<file path="config.mk">
export PLATFORM = sky130hd
export DESIGN_NAME = counter_sweep_ctrl
export DESIGN_NICKNAME = d
export VERILOG_FILES = /design/src/rtl/counter_sweep_ctrl.sv
export SDC_FILE = /design/constraint.sdc
export NUM_CORES = 1
export LEC_CHECK = 0
export ABC_AREA = 1
export CAP_MARGIN = 20
export CORE_MARGIN = 1.5
export CORE_UTILIZATION = 25
export CTS_CLUSTER_DIAMETER = 50
export DETAILED_ROUTE_END_ITERATION = 8
export SETUP_SLACK_MARGIN = 0.2
export SKIP_CTS_REPAIR_TIMING = 1
export SLEW_MARGIN = 5
export SYNTH_ARGS = -nofsm -noshare
export SYNTH_HDL_FRONTEND = slang
export SYNTH_SLANG_ARGS = --single-unit
</file>
<file path="constraint.sdc">
create_clock -name clk -period 2.3 [get_ports clk]
set_clock_uncertainty 0.05 [all_clocks]
set_input_delay 0.46 -clock clk [delete_from_list [all_inputs] [get_ports clk]]
set_output_delay 0.46 -clock clk [all_outputs]
set_load 0.01 [all_outputs]
</file>
<file path="src/rtl/counter_sweep_ctrl.sv">
// Command stage for an N-bit up/down counter with parallel load: sweeps the
// counter ping-pong between latched low/high limits a programmed number of times.
module counter_sweep_ctrl #(
  parameter int N    = 3,
  parameter int SW_W = 4
) (
  input  logic            clk,
  input  logic            reset_in,
  input  logic            start_in,
  input  logic            stop_in,
  input  logic [N-1:0]    lo_in,
  input  logic [N-1:0]    hi_in,
  input  logic [SW_W-1:0] sweeps_in,
  input  logic [N-1:0]    count_in,
  output logic            load_out,
  output logic [N-1:0]    d_out,
  output logic            up_down_out,
  output logic            busy_out,
  output logic            done_out,
  output logic            err_out
);

  localparam logic [2:0] S_IDLE = 3'd0;
  localparam logic [2:0] S_LOAD = 3'd1;
  localparam logic [2:0] S_UP   = 3'd2;
  localparam logic [2:0] S_DOWN = 3'd3;
  localparam logic [2:0] S_DONE = 3'd4;

  logic [2:0]      r_state;
  logic [N-1:0]    r_lo;
  logic [N-1:0]    r_hi;
  logic [SW_W-1:0] r_rem;
  logic            r_load;
  logic [N-1:0]    r_d;
  logic            r_up;
  logic            r_busy;
  logic            r_done;
  logic            r_err;

  logic [N-1:0] w_hi_m1;
  logic [N-1:0] w_lo_p1;
  logic         w_start_ok;
  logic         w_out_of_range;

  // lo_r < hi_r always holds while sweeping, so neither expression can wrap.
  assign w_hi_m1        = r_hi - N'(1);
  assign w_lo_p1        = r_lo + N'(1);
  assign w_start_ok     = (lo_in < hi_in) && (sweeps_in != '0);
  assign w_out_of_range = (count_in < r_lo) || (count_in > r_hi);

  always_ff @(posedge clk) begin
    if (reset_in) begin
      r_state <= S_IDLE;
      r_lo    <= '0;
      r_hi    <= '0;
      r_rem   <= '0;
      r_load  <= 1'b1;
      r_d     <= '0;
      r_up    <= 1'b1;
      r_busy  <= 1'b0;
      r_done  <= 1'b0;
      r_err   <= 1'b0;
    end else begin
      r_done <= 1'b0;
      r_err  <= 1'b0;
      case (r_state)
        S_IDLE: begin
          r_load <= 1'b1;
          r_d    <= r_lo;
          r_up   <= 1'b1;
          r_busy <= 1'b0;
          if (start_in) begin
            if (w_start_ok) begin
              r_lo    <= lo_in;
              r_hi    <= hi_in;
              r_rem   <= sweeps_in;
              r_d     <= lo_in;
              r_busy  <= 1'b1;
              r_state <= S_LOAD;
            end else begin
              r_err <= 1'b1;
            end
          end
        end
        S_LOAD: begin
          if (stop_in) begin
            r_state <= S_IDLE;
            r_busy  <= 1'b0;
          end else begin
            r_state <= S_UP;
            r_load  <= 1'b0;
            r_up    <= 1'b1;
          end
        end
        S_UP, S_DOWN: begin
          // Abort, then tracking fault, then the normal reversal/completion.
          if (stop_in || w_out_of_range) begin
            r_state <= S_IDLE;
            r_load  <= 1'b1;
            r_d     <= r_lo;
            r_up    <= 1'b1;
            r_busy  <= 1'b0;
            r_err   <= !stop_in;
          end else if (r_state == S_UP) begin
            if (count_in == w_hi_m1) begin
              r_state <= S_DOWN;
              r_up    <= 1'b0;
            end
          end else if (count_in == w_lo_p1) begin
            if (r_rem > SW_W'(1)) begin
              r_rem   <= r_rem - SW_W'(1);
              r_state <= S_UP;
              r_up    <= 1'b1;
            end else begin
              r_state <= S_DONE;
              r_load  <= 1'b1;
              r_d     <= r_lo;
              r_up    <= 1'b1;
              r_busy  <= 1'b0;
              r_done  <= 1'b1;
            end
          end
        end
        S_DONE: begin
          r_state <= S_IDLE;
          r_load  <= 1'b1;
          r_d     <= r_lo;
          r_busy  <= 1'b0;
        end
        default: begin
          r_state <= S_IDLE;
          r_load  <= 1'b1;
          r_d     <= r_lo;
          r_up    <= 1'b1;
          r_busy  <= 1'b0;
        end
      endcase
    end
  end

  assign load_out    = r_load;
  assign d_out       = r_d;
  assign up_down_out = r_up;
  assign busy_out    = r_busy;
  assign done_out    = r_done;
  assign err_out     = r_err;

endmodule

</file>
## Word-level counts from Yosys, hierarchy flattened

Index checks and enable logic that the tools add are counted.

- Bits in writable memories: 0
- ROM bits: 0
- Memories kept: 0
- Input port bits: 17
- Flip-flop bits (word level): 21
- Output and inout bits: 8
- Latch bits: 0
- Logic and storage cells: 104

- Multiply operators: 0
- Eq/ne operators: 19
- Add/sub/neg operators: 3
- Bitwise operators: 4
- Multiplexer cells: 48
- Shift-type cells: 0
- Magnitude comparators: 4
- Divide/modulo/power cells: 0
- Reductions and logical operators: 16

Operators by type and width:

| kind | count |
|---|---|
| $mux 3 | 13 |
| $mux 4 | 6 |
| $mux 1 | 21 |
| $reduce_and 4->1 | 5 |
| $pmux 3 s3 | 2 |
| $ne 2x2->1 const B | 8 |
| $ne 3x3->1 const B | 3 |
| $ne 4x4->1 const B | 2 |
| $pmux 4 s2 | 1 |
| $reduce_and 7->1 | 1 |
| $eq 3x2->1 const B | 2 |
| $eq 3x3->1 | 2 |
| $lt 3x3->1 | 2 |
| $pmux 1 s3 | 2 |
| $reduce_or 5->1 | 1 |
| $gt 4x1->1 const B | 1 |
| $not 1->1 | 4 |
| $pmux 1 s2 | 2 |
| $reduce_bool 4->1 | 1 |
| $sub 4x1->4 const B | 1 |
| $add 3x1->3 const B | 1 |
| $eq 3x1->1 const B | 1 |
| $eq 3x3->1 const B | 1 |
| $gt 3x3->1 | 1 |
| other kinds (9) | 10 |

## Longest topological paths before layout

- Depth in word-level cells: 6
- Depth in mapped cells: 13
- Depth with buffers taken out: 13

## Least setup slack after synthesis

No wires, ideal clock.

- Path type: input port to flip-flop
- Start: input port count_in[2]
- End: register r_rem[0]
- Stages on the path: 9
- Setup time: 0.116 ns
- Path slack: 0.499 ns
- Data required time: 2.134 ns
- Data arrival time: 1.635 ns
- Cell sequence: ha_1 > a21oi_1 > nand2_1 > nand2_1 > nand3_1 > o21ai_2 > nand2_1 > nand2_1 > a21oi_1

- Cells in the longest elaborated chain, start to end: 5

Ends and longest elaborated chain:

| element | RTL line | RTL |
|---|---|---|
| from (decl) | 14 | `input logic [N-1:0] count_in,` |
| $lt 3x3->1 or $gt 3x3->1 (tied branches) | 49 | `assign w_out_of_range = (count_in < r_lo) \|\| (count_in > r_hi);` |
| $logic_or 1x1->1 | 49 |  |
| $logic_or 1x1->1 | 97 | `if (stop_in \|\| w_out_of_range) begin` |
| $ne 2x2->1 (no source line) | -- |  |
| $reduce_and 7->1 (no source line) (*) | -- |  |
| to (signal assigned) | 76 | `r_rem <= sweeps_in;` |
| to (signal assigned) | 111 | `r_rem <= r_rem - SW_W'(1);` |
| to (decl) | 32 | `logic [SW_W-1:0] r_rem;` |

Mark *: on every way between the ends. The rest lies on a longest branch, timed or not.
A chain may end at the register's enable or synchronous reset.

## Final worst setup path

- Start: input port count_in[2]
- End: register r_up, in the netlist up_down_out

- Cells in the longest elaborated chain, start to end: 5

Ends and longest elaborated chain:

| element | RTL line | RTL |
|---|---|---|
| $lt 3x3->1 or $gt 3x3->1 (tied branches) | 49 |  |
| $logic_or 1x1->1 | 49 |  |
| $logic_or 1x1->1 | 97 |  |
| $ne 4x4->1 (no source line) or $mux 1 (tied branches) | -- |  |
| $reduce_and 4->1 (no source line) or $pmux 1 s3 (tied branches) | -- |  |
| to (signal assigned) | 59 | `r_up <= 1'b1;` |
| to (signal assigned) | 101 | `r_up <= 1'b1;` |
| to (signal assigned) | 107 | `r_up <= 1'b0;` |
| to (decl) | 35 | `logic r_up;` |

Parallel ways exist; a longest one is shown, timed or not.

==> reports/metrics.yaml <==
r2r_cells: 11
setup_viol: 0
syn_inst: 215
yosysWarningCount: 0
slew_violations: 0
grt_util_met3_pct: 2.76
synth_edf_count: 0
syn-num-nets: 244
nets: 286
wl_per_cell_um: 11.0
crit_buf_inv: 2
core_sq_um: 5540
synthDistinctLibCells: 27
syn-mean-instance-area_sq_um: 6.71
ys_seq_area_share_pct: 29.1
diodes: 0
cts_tree: "built"
leakage_nw: 1.02
first_global_vias: 1347
r2r_setup_slack_ns: 0.32
timing.slew.headroom_pct: 69.2
reg2reg_from: "r_hi[2]"
drtAntennaViolNets: 0
placed_cells: 323
numCtsBuffers: 3
cp_slowest_cell: "ha_1"
crit_fanout: 4
ys_ff_latch: 21
grt_setup_unrepaired: "no"
worst_pin_slew_ns: 0.461
critPathTopFamily: "simple AND/OR/NAND/NOR gates"
period_needed_ns: 2.00
grt_use_met2_pct: 20.3
die_h_um: 79.0
cpMostUsedCell: "nand2_2"
synth_top_area_share_pct: 29.1
drt_iter0_markers: 38
busiest_layer: "met2"
worstSetupStartpoint: "count_in[2]"
synthesis.area_sq_um: 1440
dpl.hpwl_mm: 2.89
fin_area_sq_um: 2030
placed_area_sq_um: 1870
dieArea_sq_um: 6240
gr-usage-met1_pct: 15.8
synth-async-reset-ratio_pct: 0
grt_max_degree: 14
reg2reg_to: "up_down_out"
hp-start: "up_down_out"
die_w_um: 79.0
dr.pass1.iters: 4
antenna_found_initial: 0
gp_congestion: 0.821
grt_pass1_wl_mm: 5.95
grt-ovfl-total: 0
powerDensity_nw_per_um2: 633
finalWirelength_mm: 3.62
min_path_cells: 2
hp-class: "flop to flop"
via_per_inst: 4.42
start_kind: "input port"
layout-drive-gt1-share_pct: 17.6
cpPeakStageDelay_ns: 0.39
min_to: "up_down_out"
endpoint_kind: "flop"
max_cap_viol_count: 0
cts_buffer_depth: 2
fin_crit_sh_pct: 87.0
synthTopCellsByCount: "nand2_1 (45), inv_1 (38), nand3_1 (22), dfxtp_1 (21), nor2_1 (17)"
grt_usage_pct: 12.0
arrival_ns: 2.09
synthFlopType: "dfxtp_1"
crit_chain: "dlymetal6s2s_1, ha_1, a21oi_2, nand2_2, nand2_4, buf_4, nand4_1, nand2_2, nand2_2, nand3_2, nand3_1"
clkTransAtPathRegs_ns: 0.08
rows: 27
worst_ir_drop_vdd_mv: 0.337
clk-insertion-delay-late_ns: 0.26
max_freq_ghz: 0.500
synthTopCellsByArea: "dfxtp_1 (29%), nand2_1 (12%), ha_1 (10%)"
whs_ns: 0.424
drc_errors: 0
synth_most_common_cell: "nand2_1"
crit_required_ns: 2.38
layout.cells.non_filler: 328
vias: 1451
area_delta_synth_final_pct: 41.0
initial_core_util_pct: 26.0
ctsRootBufferMaster: "clkbuf_8"
status: "finished, final reports clean"
cts_sinks: 21
ios: 25
setup.worst_path.class: "input port to flop"
hold_violations: 0
h-tree-depth: 1
port_buffers: 24
synth_area_leader_cell: "dfxtp_1"
report_power, final:
part	internal (W)	total, W	leakage (nW)	switching (W)
Sequential	0.000417	0.000452	0.172	0.0000353
Clock	0.000121	0.000248	0.0255	0.000127
Combinational	0.000265	0.000587	0.823	0.000322
Total	0.000803	0.00129	1.02	0.000484
how the worst max path moves through the flow:
stage / to / slack, ns / depth (start not counted)
2_1_floorplan: r_rem[0] / 0.50 / 9
3_3_place_gp: up_down_out / -0.21 / 10
3_5_place_dp: up_down_out / -0.24 / 10
4_1_cts: up_down_out / 0.04 / 10
5_1_grt: up_down_out / 0.19 / 11
6_report: up_down_out / 0.30 / 11
cells by family (layout without fill, tap and decap cells):
family,after synthesis,after routing,synth area share (%)
adders and majority gates,12,12,10.4
AOI/OAI and AO/OA,31,31,11.9
DFF,21,21,29.1
and+or+nand+nor,104,104,34.0
buffers and inverters,41,82,10.9
xor gates and xnor gates,6,6,3.64
layout make-up:
cell class / count / area [sq um]
clock buffers: 3 / 41.3
clock inverters: 1 / 5.00
fillers: 598 / 3510
inverters: 39 / 146
multi-input cells: 153 / 960
flip-flops and latches: 21 / 420
well taps: 72 / 90.1
repair buffers: 39 / 372
cells in the final DEF (no fill, tap or decap):
cell,count
nand2_1,42
inv_1,37
dfxtp_1,21
nand3_1,19
clkdlybuf4s50_1,18
nor2_1,16
a21oi_1,14
buf_4,14
ha_1,11
o21ai_0,8
nand2_2,6
nand4_1,6
dlymetal6s2s_1,6
nand3_2,5
xor2_1,3
xnor2_1,3
clkbuf_8,3
inv_2,2
a21oi_2,2
nor2_4,2
nand2_4,2
o21ai_4,2
nor3_2,1
nand3_4,1
a21oi_4,1
o211ai_1,1
nand3b_1,1
nand4_2,1
o21ai_1,1
nor3_1,1
nor3b_1,1
o22ai_1,1
a31oi_1,1
ha_4,1
clkinv_2,1
buf_6,1
state kept, by name, indices dropped and copies added, names as in the netlist:
register / cells
load_out: 1
r_lo: 3
r_state: 3
busy_out: 1
r_hi: 3
r_rem: 4
d_out: 3
up_down_out: 1
done_out: 1
err_out: 1
metrics by stage:
| stage | power (W) | setup WS [ns] | utilization [%] | TNS [ns] |
|---|---|---|---|---|
| 2_1_floorplan | 0.000785 | 0.499 | - | 0 |
| 3_3_place_gp | 0.000979 | -0.210 | 33.7 | -2.14 |
| 3_5_place_dp | 0.000987 | -0.240 | 33.7 | -2.84 |
| 4_1_cts | 0.00124 | 0.0411 | 34.5 | 0 |
| 5_1_grt | 0.00139 | 0.188 | 36.7 | 0 |
| 6_report | 0.00129 | 0.299 | 36.7 | 0 |
metal layers:
layer / vias up / wire [um]
met4: 0 / 22
met2: 25 / 1650
li1: 784 / -
met1: 638 / 1840
met5: - / 0
met3: 4 / 111
worst register-to-register path: cells and delay by family (launching register included):
family | cells | cell delay [ns]
DFF | 1 | 0.34
adders and majority gates | 1 | 0.35
AOI/OAI and AO/OA | 1 | 0.17
and+or+nand+nor | 7 | 0.76
buffers and inverters | 2 | 0.18
Note: power is estimated with default switching activity, not from simulation.
